===== src/rtl/pwm_l2_pkg.sv =====
// Shared constants and types for the pwm_l2 three-phase PWM modulator.
package pwm_l2_pkg;

    localparam logic PWM_EDGE   = 1'b0;
    localparam logic PWM_CENTER = 1'b1;

    typedef enum logic {
        UP   = 1'b0,
        DOWN = 1'b1
    } dir_e;

endpackage


===== src/rtl/pwm_l2_deadtime.sv =====
// One phase leg: tracks the raw compare result and inserts a deadtime gap
// before driving the complementary gate pair.
module pwm_l2_deadtime
    import pwm_l2_pkg::*;
#(
    parameter int DEADTIME_WIDTH = 8
) (
    input  logic                      aclk,
    input  logic                      reset,
    input  logic                      enable,
    input  logic                      tick,
    input  logic                      raw_in,
    input  logic [DEADTIME_WIDTH-1:0] deadtime,
    output logic                      pwm_h,
    output logic                      pwm_l
);

    localparam logic [DEADTIME_WIDTH-1:0] DT_ZERO = {DEADTIME_WIDTH{1'b0}};
    localparam logic [DEADTIME_WIDTH-1:0] DT_ONE  = {{(DEADTIME_WIDTH-1){1'b0}}, 1'b1};

    logic                      raw_r;
    logic                      raw_nxt_s;
    logic [DEADTIME_WIDTH-1:0] dt_r;
    logic [DEADTIME_WIDTH-1:0] dt_nxt_s;
    logic                      h_r;
    logic                      h_nxt_s;
    logic                      l_r;
    logic                      l_nxt_s;

    // Next-state logic: a raw edge (re)starts the gap, gates follow raw once dt expires.
    always_comb begin
        raw_nxt_s = raw_r;
        dt_nxt_s  = dt_r;
        h_nxt_s   = h_r;
        l_nxt_s   = l_r;
        if (!enable) begin
            raw_nxt_s = 1'b0;
            dt_nxt_s  = DT_ZERO;
            h_nxt_s   = 1'b0;
            l_nxt_s   = 1'b0;
        end else if (tick) begin
            if (raw_in != raw_r) begin
                raw_nxt_s = raw_in;
                if (deadtime == DT_ZERO) begin
                    dt_nxt_s = DT_ZERO;
                    h_nxt_s  = raw_in;
                    l_nxt_s  = ~raw_in;
                end else begin
                    dt_nxt_s = deadtime;
                    h_nxt_s  = 1'b0;
                    l_nxt_s  = 1'b0;
                end
            end else if (dt_r != DT_ZERO) begin
                dt_nxt_s = dt_r - DT_ONE;
                if (dt_r == DT_ONE) begin
                    h_nxt_s = raw_r;
                    l_nxt_s = ~raw_r;
                end else begin
                    h_nxt_s = 1'b0;
                    l_nxt_s = 1'b0;
                end
            end else begin
                h_nxt_s = raw_r;
                l_nxt_s = ~raw_r;
            end
        end else begin
            raw_nxt_s = raw_r;
        end
    end

    // Channel state registers.
    always_ff @(posedge aclk) begin
        if (reset) begin
            raw_r <= 1'b0;
            dt_r  <= DT_ZERO;
            h_r   <= 1'b0;
            l_r   <= 1'b0;
        end else begin
            raw_r <= raw_nxt_s;
            dt_r  <= dt_nxt_s;
            h_r   <= h_nxt_s;
            l_r   <= l_nxt_s;
        end
    end

    assign pwm_h = h_r;
    assign pwm_l = l_r;

endmodule


===== src/rtl/pwm_l2.sv =====
// Multi-channel PWM modulator: shared edge/center carrier with period-start
// shadowing, per-channel compare and deadtime-protected gate pairs.
module pwm_l2
    import pwm_l2_pkg::*;
#(
    parameter int CHANNELS       = 3,
    parameter int COUNTER_WIDTH  = 32,
    parameter int DEADTIME_WIDTH = 8
) (
    input  logic                              aclk,
    input  logic                              reset,
    input  logic                              ce,
    input  logic                              enable,
    input  logic                              mode,
    input  logic [COUNTER_WIDTH-1:0]          period,
    input  logic [CHANNELS*COUNTER_WIDTH-1:0] comparator,
    input  logic [DEADTIME_WIDTH-1:0]         deadtime,
    output logic [CHANNELS-1:0]               pwm_h,
    output logic [CHANNELS-1:0]               pwm_l,
    output logic                              sync
);

    localparam logic [COUNTER_WIDTH-1:0] ZERO = {COUNTER_WIDTH{1'b0}};
    localparam logic [COUNTER_WIDTH-1:0] ONE  = {{(COUNTER_WIDTH-1){1'b0}}, 1'b1};

    logic [COUNTER_WIDTH-1:0]          cnt_r;
    logic [COUNTER_WIDTH-1:0]          cnt_nxt_s;
    dir_e                              dir_r;
    dir_e                              dir_nxt_s;
    logic                              mode_r;
    logic [COUNTER_WIDTH-1:0]          period_r;
    logic [CHANNELS*COUNTER_WIDTH-1:0] cmp_r;
    logic                              sync_r;

    logic                              tick_s;
    logic                              start_s;
    logic                              eff_mode_s;
    logic [COUNTER_WIDTH-1:0]          eff_period_s;
    logic [COUNTER_WIDTH-1:0]          last_s;
    logic [CHANNELS*COUNTER_WIDTH-1:0] eff_cmp_s;
    logic [CHANNELS-1:0]               raw_s;

    assign tick_s  = ce & enable;
    assign start_s = (cnt_r == ZERO) && (dir_r == UP);

    // The period-start tick already runs on the freshly loaded values.
    assign eff_mode_s   = start_s ? mode       : mode_r;
    assign eff_period_s = start_s ? period     : period_r;
    assign eff_cmp_s    = start_s ? comparator : cmp_r;
    assign last_s       = eff_period_s - ONE;

    // Carrier next-state: edge wraps, center bounces holding each end twice.
    always_comb begin
        cnt_nxt_s = cnt_r;
        dir_nxt_s = dir_r;
        if (eff_period_s == ZERO) begin
            cnt_nxt_s = ZERO;
            dir_nxt_s = UP;
        end else if (eff_mode_s == PWM_EDGE) begin
            dir_nxt_s = UP;
            if (cnt_r >= last_s) begin
                cnt_nxt_s = ZERO;
            end else begin
                cnt_nxt_s = cnt_r + ONE;
            end
        end else begin
            case (dir_r)
                UP: begin
                    if (cnt_r >= last_s) begin
                        dir_nxt_s = DOWN;
                    end else begin
                        cnt_nxt_s = cnt_r + ONE;
                    end
                end
                DOWN: begin
                    if (cnt_r == ZERO) begin
                        dir_nxt_s = UP;
                    end else begin
                        cnt_nxt_s = cnt_r - ONE;
                    end
                end
                default: begin
                    cnt_nxt_s = ZERO;
                    dir_nxt_s = UP;
                end
            endcase
        end
    end

    // Carrier, shadow and sync registers.
    always_ff @(posedge aclk) begin
        if (reset) begin
            cnt_r    <= ZERO;
            dir_r    <= UP;
            mode_r   <= PWM_EDGE;
            period_r <= ZERO;
            cmp_r    <= {(CHANNELS*COUNTER_WIDTH){1'b0}};
            sync_r   <= 1'b0;
        end else if (!enable) begin
            cnt_r    <= ZERO;
            dir_r    <= UP;
            mode_r   <= mode;
            period_r <= period;
            cmp_r    <= comparator;
            sync_r   <= 1'b0;
        end else if (tick_s) begin
            cnt_r  <= cnt_nxt_s;
            dir_r  <= dir_nxt_s;
            sync_r <= start_s;
            if (start_s) begin
                mode_r   <= mode;
                period_r <= period;
                cmp_r    <= comparator;
            end
        end else begin
            sync_r <= 1'b0;
        end
    end

    assign sync = sync_r;

    for (genvar k = 0; k < CHANNELS; k++) begin : g_ch
        logic [COUNTER_WIDTH-1:0] cmp_k_s;
        assign cmp_k_s  = eff_cmp_s[k*COUNTER_WIDTH +: COUNTER_WIDTH];
        assign raw_s[k] = (eff_period_s != ZERO) && (cnt_r < cmp_k_s);

        pwm_l2_deadtime #(
            .DEADTIME_WIDTH(DEADTIME_WIDTH)
        ) u_deadtime (
            .aclk    (aclk),
            .reset   (reset),
            .enable  (enable),
            .tick    (tick_s),
            .raw_in  (raw_s[k]),
            .deadtime(deadtime),
            .pwm_h   (pwm_h[k]),
            .pwm_l   (pwm_l[k])
        );
    end

endmodule

===== config.mk =====
export PLATFORM = sky130hd
export DESIGN_NAME = pwm_l2
export DESIGN_NICKNAME = d
export VERILOG_FILES = /design/src/rtl/pwm_l2_pkg.sv /design/src/rtl/pwm_l2_deadtime.sv /design/src/rtl/pwm_l2.sv
export SDC_FILE = /design/constraint.sdc
export NUM_CORES = 1
export LEC_CHECK = 0
export ABC_AREA = 0
export CAP_MARGIN = 20
export CELL_PAD_IN_SITES_DETAIL_PLACEMENT = 0
export CELL_PAD_IN_SITES_GLOBAL_PLACEMENT = 1
export CORE_ASPECT_RATIO = 1.25
export CORE_MARGIN = 2
export CORE_UTILIZATION = 43
export DETAILED_ROUTE_END_ITERATION = 12
export GPL_TIMING_DRIVEN = 1
export PLACE_DENSITY_LB_ADDON = 0.1
export SYNTH_ARGS = -nofsm -noshare
export SYNTH_HDL_FRONTEND = slang
export SYNTH_SLANG_ARGS = --single-unit
export TNS_END_PERCENT = 50

===== constraint.sdc =====
create_clock -name aclk -period 6.05 [get_ports aclk]
set_input_delay 1.21 -clock aclk [delete_from_list [all_inputs] [get_ports aclk]]
set_output_delay 1.21 -clock aclk [all_outputs]
set_load 0.05 [all_outputs]

Word-level counts from Yosys, hierarchy flattened. Cells that the tools add are included.

Bits in writable memories: 0. Word-level logic and storage cells: 121. Memories kept: 0. Bits in registers: 196. Output and inout port bits: 7. Bits in read-only memories: 0. Bits in latches: 0. Input bits: 141.

Bitwise operators: 10. Equality and inequality tests: 9. Multiply operators: 0. Add/subtract/negate cells: 6. Magnitude comparators: 4. Reduce and logical (&&, ||, !) cells: 23. Divide/modulo/power cells: 0. Multiplexer cells: 51. Shift-type cells: 0.

Operator list (count): $mux 96 (3); $mux 32 (8); $lt 32x32->1 (3); $logic_not 32->1 (2); $pmux 32 s2 (1); $sub 32x1->32 const B (2); $mux 8 (7); $add 32x1->32 const B (1); $ge 32x32->1 (1); $reduce_bool 32->1 (1); $mux 1 (31); $eq 8x1->1 const B (3); $reduce_bool 8->1 (3); $sub 8x1->8 const B (3); $reduce_and 2->1 (6); $not 1->1 (9); $logic_not 8->1 (1); $ne 4x4->1 const B (2); $reduce_bool 2->1 (3); $logic_and 1x1->1 (4); $ne 1x1->1 (3); $reduce_and 3->1 (1); $reduce_or 3->1 (1); $ne 2x1->1 const B (1); 3 further kinds (3).

Depth between registers and ports, before layout.
Word-level depth: 9. Mapped depth: 23.

Hierarchy. A second synthesis with hierarchy kept.

Cells, all modules: 1778. Area, all modules: 14058.5 um^2.

Modules (own cells, without submodules): pwm_l2 (times used 1, cells an instance 1493, area each 11765.0 um^2); pwm_l2_deadtime (times used 3, cells an instance 95, area each 764.5 um^2).

Least setup slack after synthesis. No wires, ideal clock.

Path type: in2reg. From: in period[2]. To: reg cnt_r[16]. Setup time: 0.127 ns. Cell stages on the path: 21. Path buffers: 3. Path slack: 0.376 ns. Arrival: 5.547 ns. Required time: 5.923 ns. Cells stage by stage: or4_1 > clkbuf_1 > nor4_1 > nand2_1 > mux2_2 > nand3b_1 > or3_1 > a21oi_1 > a21oi_1 > ha_1 > a21o_1 > a21o_1 > a2111oi_0 > o22ai_1 > a211o_1 > a211oi_1 > nor2_1 > buf_2 > clkbuf_1 > o211ai_1 > o31ai_1.

Longest elaborated chain between the ends: 6. Elaborated cells between the ends (all ways): 10. Classes of those cells: add/sub: 1; order compare: 1; eq/ne: 2; mux: 4; reduce/logical: 2.

Ends and longest elaborated chain: start, declared (RTL line pwm_l2.sv:15) `input logic [COUNTER_WIDTH-1:0] period,`; $mux 32 (*); $sub 32x1->32 (RTL line pwm_l2.sv:50) `assign last_s = eff_period_s - ONE;`; $ge 32x32->1 (RTL line pwm_l2.sv:61, pwm_l2.sv:69); $mux 32 (RTL line pwm_l2.sv:61) `if (cnt_r >= last_s) begin`; $mux 32 (RTL line pwm_l2.sv:59) `end else if (eff_mode_s == PWM_EDGE) begin`; $mux 32 (RTL line pwm_l2.sv:56) `if (eff_period_s == ZERO) begin`; end signal, assigned (RTL line pwm_l2.sv:107) `cnt_r <= cnt_nxt_s;`; end, declared (RTL line pwm_l2.sv:26) `logic [COUNTER_WIDTH-1:0] cnt_r;`.

Mark *: on every way between the ends. The rest lies on a longest branch, timed or not. A chain may end at the register's enable or synchronous reset.

Final worst setup path.
From: in period[2]. To: reg cnt_r[28].

Same word-level chain as after synthesis.

==> impl_results.md <==
* Combinational power share at 19.3%
* Net Switching at 0.936 mW
* Pwr/cell area at 186 nW/um^2
* Clock-pin slew on the worst setup and hold paths at 0.07 ns
* Vias per cell at 5.81
* Internal at 2.25 mW
* Fillers at 3164
* Clock sink count at 196
* CTS Buf Count at 17
* Worst Clk Skew at roughly 0.013 ns
* Fin Setup TNS at 0 ns
* Synthesized Nets at 2092
* Crit Path Max Fanout at 6
* Htree depth at 4
* Clock power frac at 36.9%
* Post-CTS Setup Repair Bufs at 0
* Core Util, Final at 52.8%
* Count of final setup violators at 0
* Data arrival, critical path at 6.13 ns
* Seq/Total Area, Yosys at 27.8%
* Post-DP HPWL at 33500 microns
* Syn Inst Count at 1813
* Setup crit end kind: flip-flop
* First-pass GRT wire length at a little over 70000 microns
* Gr usage total at 26.9%
* Root buffer cell: clkbuf_16
* Slowest CP cell: or4_4
* Vias in the first global route at 13100
* Nets at 2249
* Grt total ovfl at 0
* Max_slew headroom at 37.0%
* Core footprint at 32500 sq um
* Multi-input logic area at 9710 sq um
* Number of distinct library cells after synthesis at 76
* Gpl congestion at 0.931
* Post-route ant nets at 0
* Register Area at about 4000 sq um
* Run status: finished, final reports clean
* Slew Viols, Final at 0
* Async S/R FF share, synth at 0%
* Starting density of the core at 43.4%
* Power share of the sequential group at between 40% and 50%
* CTS tree: built
* Max Cap Viol at 0
* Main synth FF type: dfxtp_1
* Crit-path max cell delay at 0.56 ns
* Die width at ~170 microns
* F_max at 174 MHz
* Hold Path Class: reg2reg
* Cell Chain, Critical Path: clkdlybuf4s50_1 -> or4_4 -> nor4_2 -> buf_4 -> nand2_1 -> mux2_2 -> nand3b_1 -> or3_4 -> a21oi_2 -> a21oi_1 -> ha_1 -> a21o_1 -> a21o_1 -> a2111oi_4 -> o22ai_2 -> a211o_1 -> a21oi_2 -> o2111ai_4 -> clkbuf_16 -> or3_1 -> o21ai_0
* Worst skew pair latency at between 0.4 and 0.5 ns
* Initial antenna violation count at 1
* Final hold violations at 0
* PortBufs at 147
* Crit start category: primary input
* CP Class: in2reg
* Minimum clock period at 5.74 ns
* Maximum VDD drop at 170 uV
* Post-synth EDFFs at 0
* Via count at 14000
* Worst Path Required at 6.44 ns
* Commonest non-fill, non-tap cell in the layout: nand2_1
* Seq cells post-synth at 196
* Ys Warns at 0
* RSZ-0062 raised after global routing: no
* Commonest non-fill, non-tap cells in the layout: 326 x nand2_1, 208 x a21oi_1, 196 x dfxtp_1
* Residual DRC at 0
* Final worst slack at between 0.3 and 0.4 ns
* Leakage at 7.90 nW
* Worst slew pin tran at 0.945 ns
* Layout area overhead at 21.7%
* Total power at 3.19 mW
* Vert. Die Dim at 206 microns
* Pin count of the biggest net entering global routing at 86
* Core Rows at 74
* Routed wire per std cell at ~20 microns
* Sw Share at 29.3%
* 1st-iter DRT viols at 1039
* DR pass1 iterations at 5
* Drt total wl at 47000 microns
* Pre-CTS setup slack at -0.286 ns
* Share of cells above drive strength 1 at 8.43%
* DIE AREA at 34200 sq um
* I/O Pins at 148
* Tcrit/Tclk final at 94.9%
* Cell Area, Synth at around 14000 sq um
* Syn avg cell area at 7.77 sq um
* CTS Buffer Depth at 2
==> registers in the layout, indices dropped and copies added (netlist names) <==
signal	flops
cmp_r	96
g_ch.u_deadtime.dt_r	24
g_ch.u_deadtime.pwm_l	3
cnt_r	32
g_ch.u_deadtime.raw_r	3
mode_r	1
period_r	32
dir_r	1
g_ch.u_deadtime.pwm_h	3
sync	1
==> kinds of logic (layout without fill, tap and decap cells) <==
kind of cell,after synthesis,after routing,synth area share [%]
muxes,134,134,9.64
AOI/OAI and AO/OA,446,446,19.4
and+or+nand+nor,729,729,24.4
xor gates and xnor gates,40,40,2.59
adders and majority gates,138,138,12.3
buffers and inverters,130,298,3.82
DFF,196,196,27.8
other,0,1,0
==> per-stage QoR <==
| step | area (sq um) | cells | hold slack (ns) |
|---|---|---|---|
| finish | 17100 | 2400 | 0.451 |
| global route | 17100 | 2400 | 0.466 |
| CTS | 17000 | 2397 | 0.452 |
| detailed placement | 16500 | 2367 | 0.442 |
| global placement | 16500 | 2367 | 0.437 |
| floorplan | 14100 | 1813 | 0.431 |
==> path summary, 6_finish.rpt <==
path	from	endpoint	slack [ns]	cells past startpoint
worst min-delay path	cmp_r[47]	cmp_r[47]	0.45	2
worst max register to register	cnt_r[19]	cnt_r[28]	0.56	20
worst max-delay path	period[2]	cnt_r[28]	0.31	21
worst min register to register	cmp_r[47]	cmp_r[47]	0.45	2
==> per-layer routing <==
layer  GRT usage (%)  routed length (microns)
met5               0                        0
met4            12.4                     1980
met3            3.52                     2000
met2            46.1                    22600
met1            33.6                    20400
==> power groups by stage <==
| stage | clock (mW) | combinational, mW | sequential, mW |
|---|---|---|---|
| 4_1_cts | 1.20 | 0.615 | 1.40 |
| 5_1_grt | 1.24 | 0.684 | 1.41 |
| 3_3_place_gp | 0 | 0.604 | 1.43 |
| 3_5_place_dp | 0 | 0.612 | 1.43 |
| 6_report | 1.18 | 0.616 | 1.40 |
| 2_1_floorplan | 0 | 0.369 | 1.42 |
==> worst max-delay path, delay by kind of cell <==
| family | cells | cell delay [ns] |
|---|---|---|
| AOI/OAI and AO/OA | 10 | 1.84 |
| and+or+nand+nor | 6 | 1.65 |
| buffers and inverters | 3 | 0.82 |
| adders and majority gates | 1 | 0.32 |
| muxes | 1 | 0.27 |
==> repair_timing <==
action                                 CTS  global route
hold buffers                             0             0
endpoints found under the hold margin    0             0
gates resized for setup                  0            13
setup endpoints to repair                0            32
==> cells in the mapped netlist (all sizes together) (13+ instances only) <==
| cell | n | area [sq um] |
|---|---|---|
| nand2b | 14 | 87.6 |
| nand3 | 48 | 240 |
| buf | 32 | 170 |
| nand2 | 328 | 1230 |
| nor4 | 34 | 234 |
| xor2 | 17 | 149 |
| a21o | 28 | 210 |
| a211oi | 20 | 150 |
| or4 | 13 | 101 |
| nor3 | 63 | 315 |
| ha | 138 | 1730 |
| dfxtp | 196 | 3920 |
| xnor2 | 23 | 216 |
| clkbuf | 76 | 285 |
| nand4 | 24 | 150 |
| or3 | 26 | 163 |
| o21ai | 69 | 345 |
| and3 | 19 | 119 |
| inv | 22 | 82.6 |
| a21oi | 211 | 1060 |
| nor2 | 110 | 415 |
| mux2i | 126 | 1260 |
| o211ai | 19 | 143 |
| and2 | 17 | 106 |
==> cell type report <==
type	count	share of cell area (%)
diodes	1	0.0146
clock buffers	20	2.60
clock inverters	10	0.730
inverters	22	0.482
multi-input cells	1487	56.6
flip-flops and latches	196	22.9
well taps	418	3.05
repair buffers	246	13.6
Power figures use the tool's default switching activity.
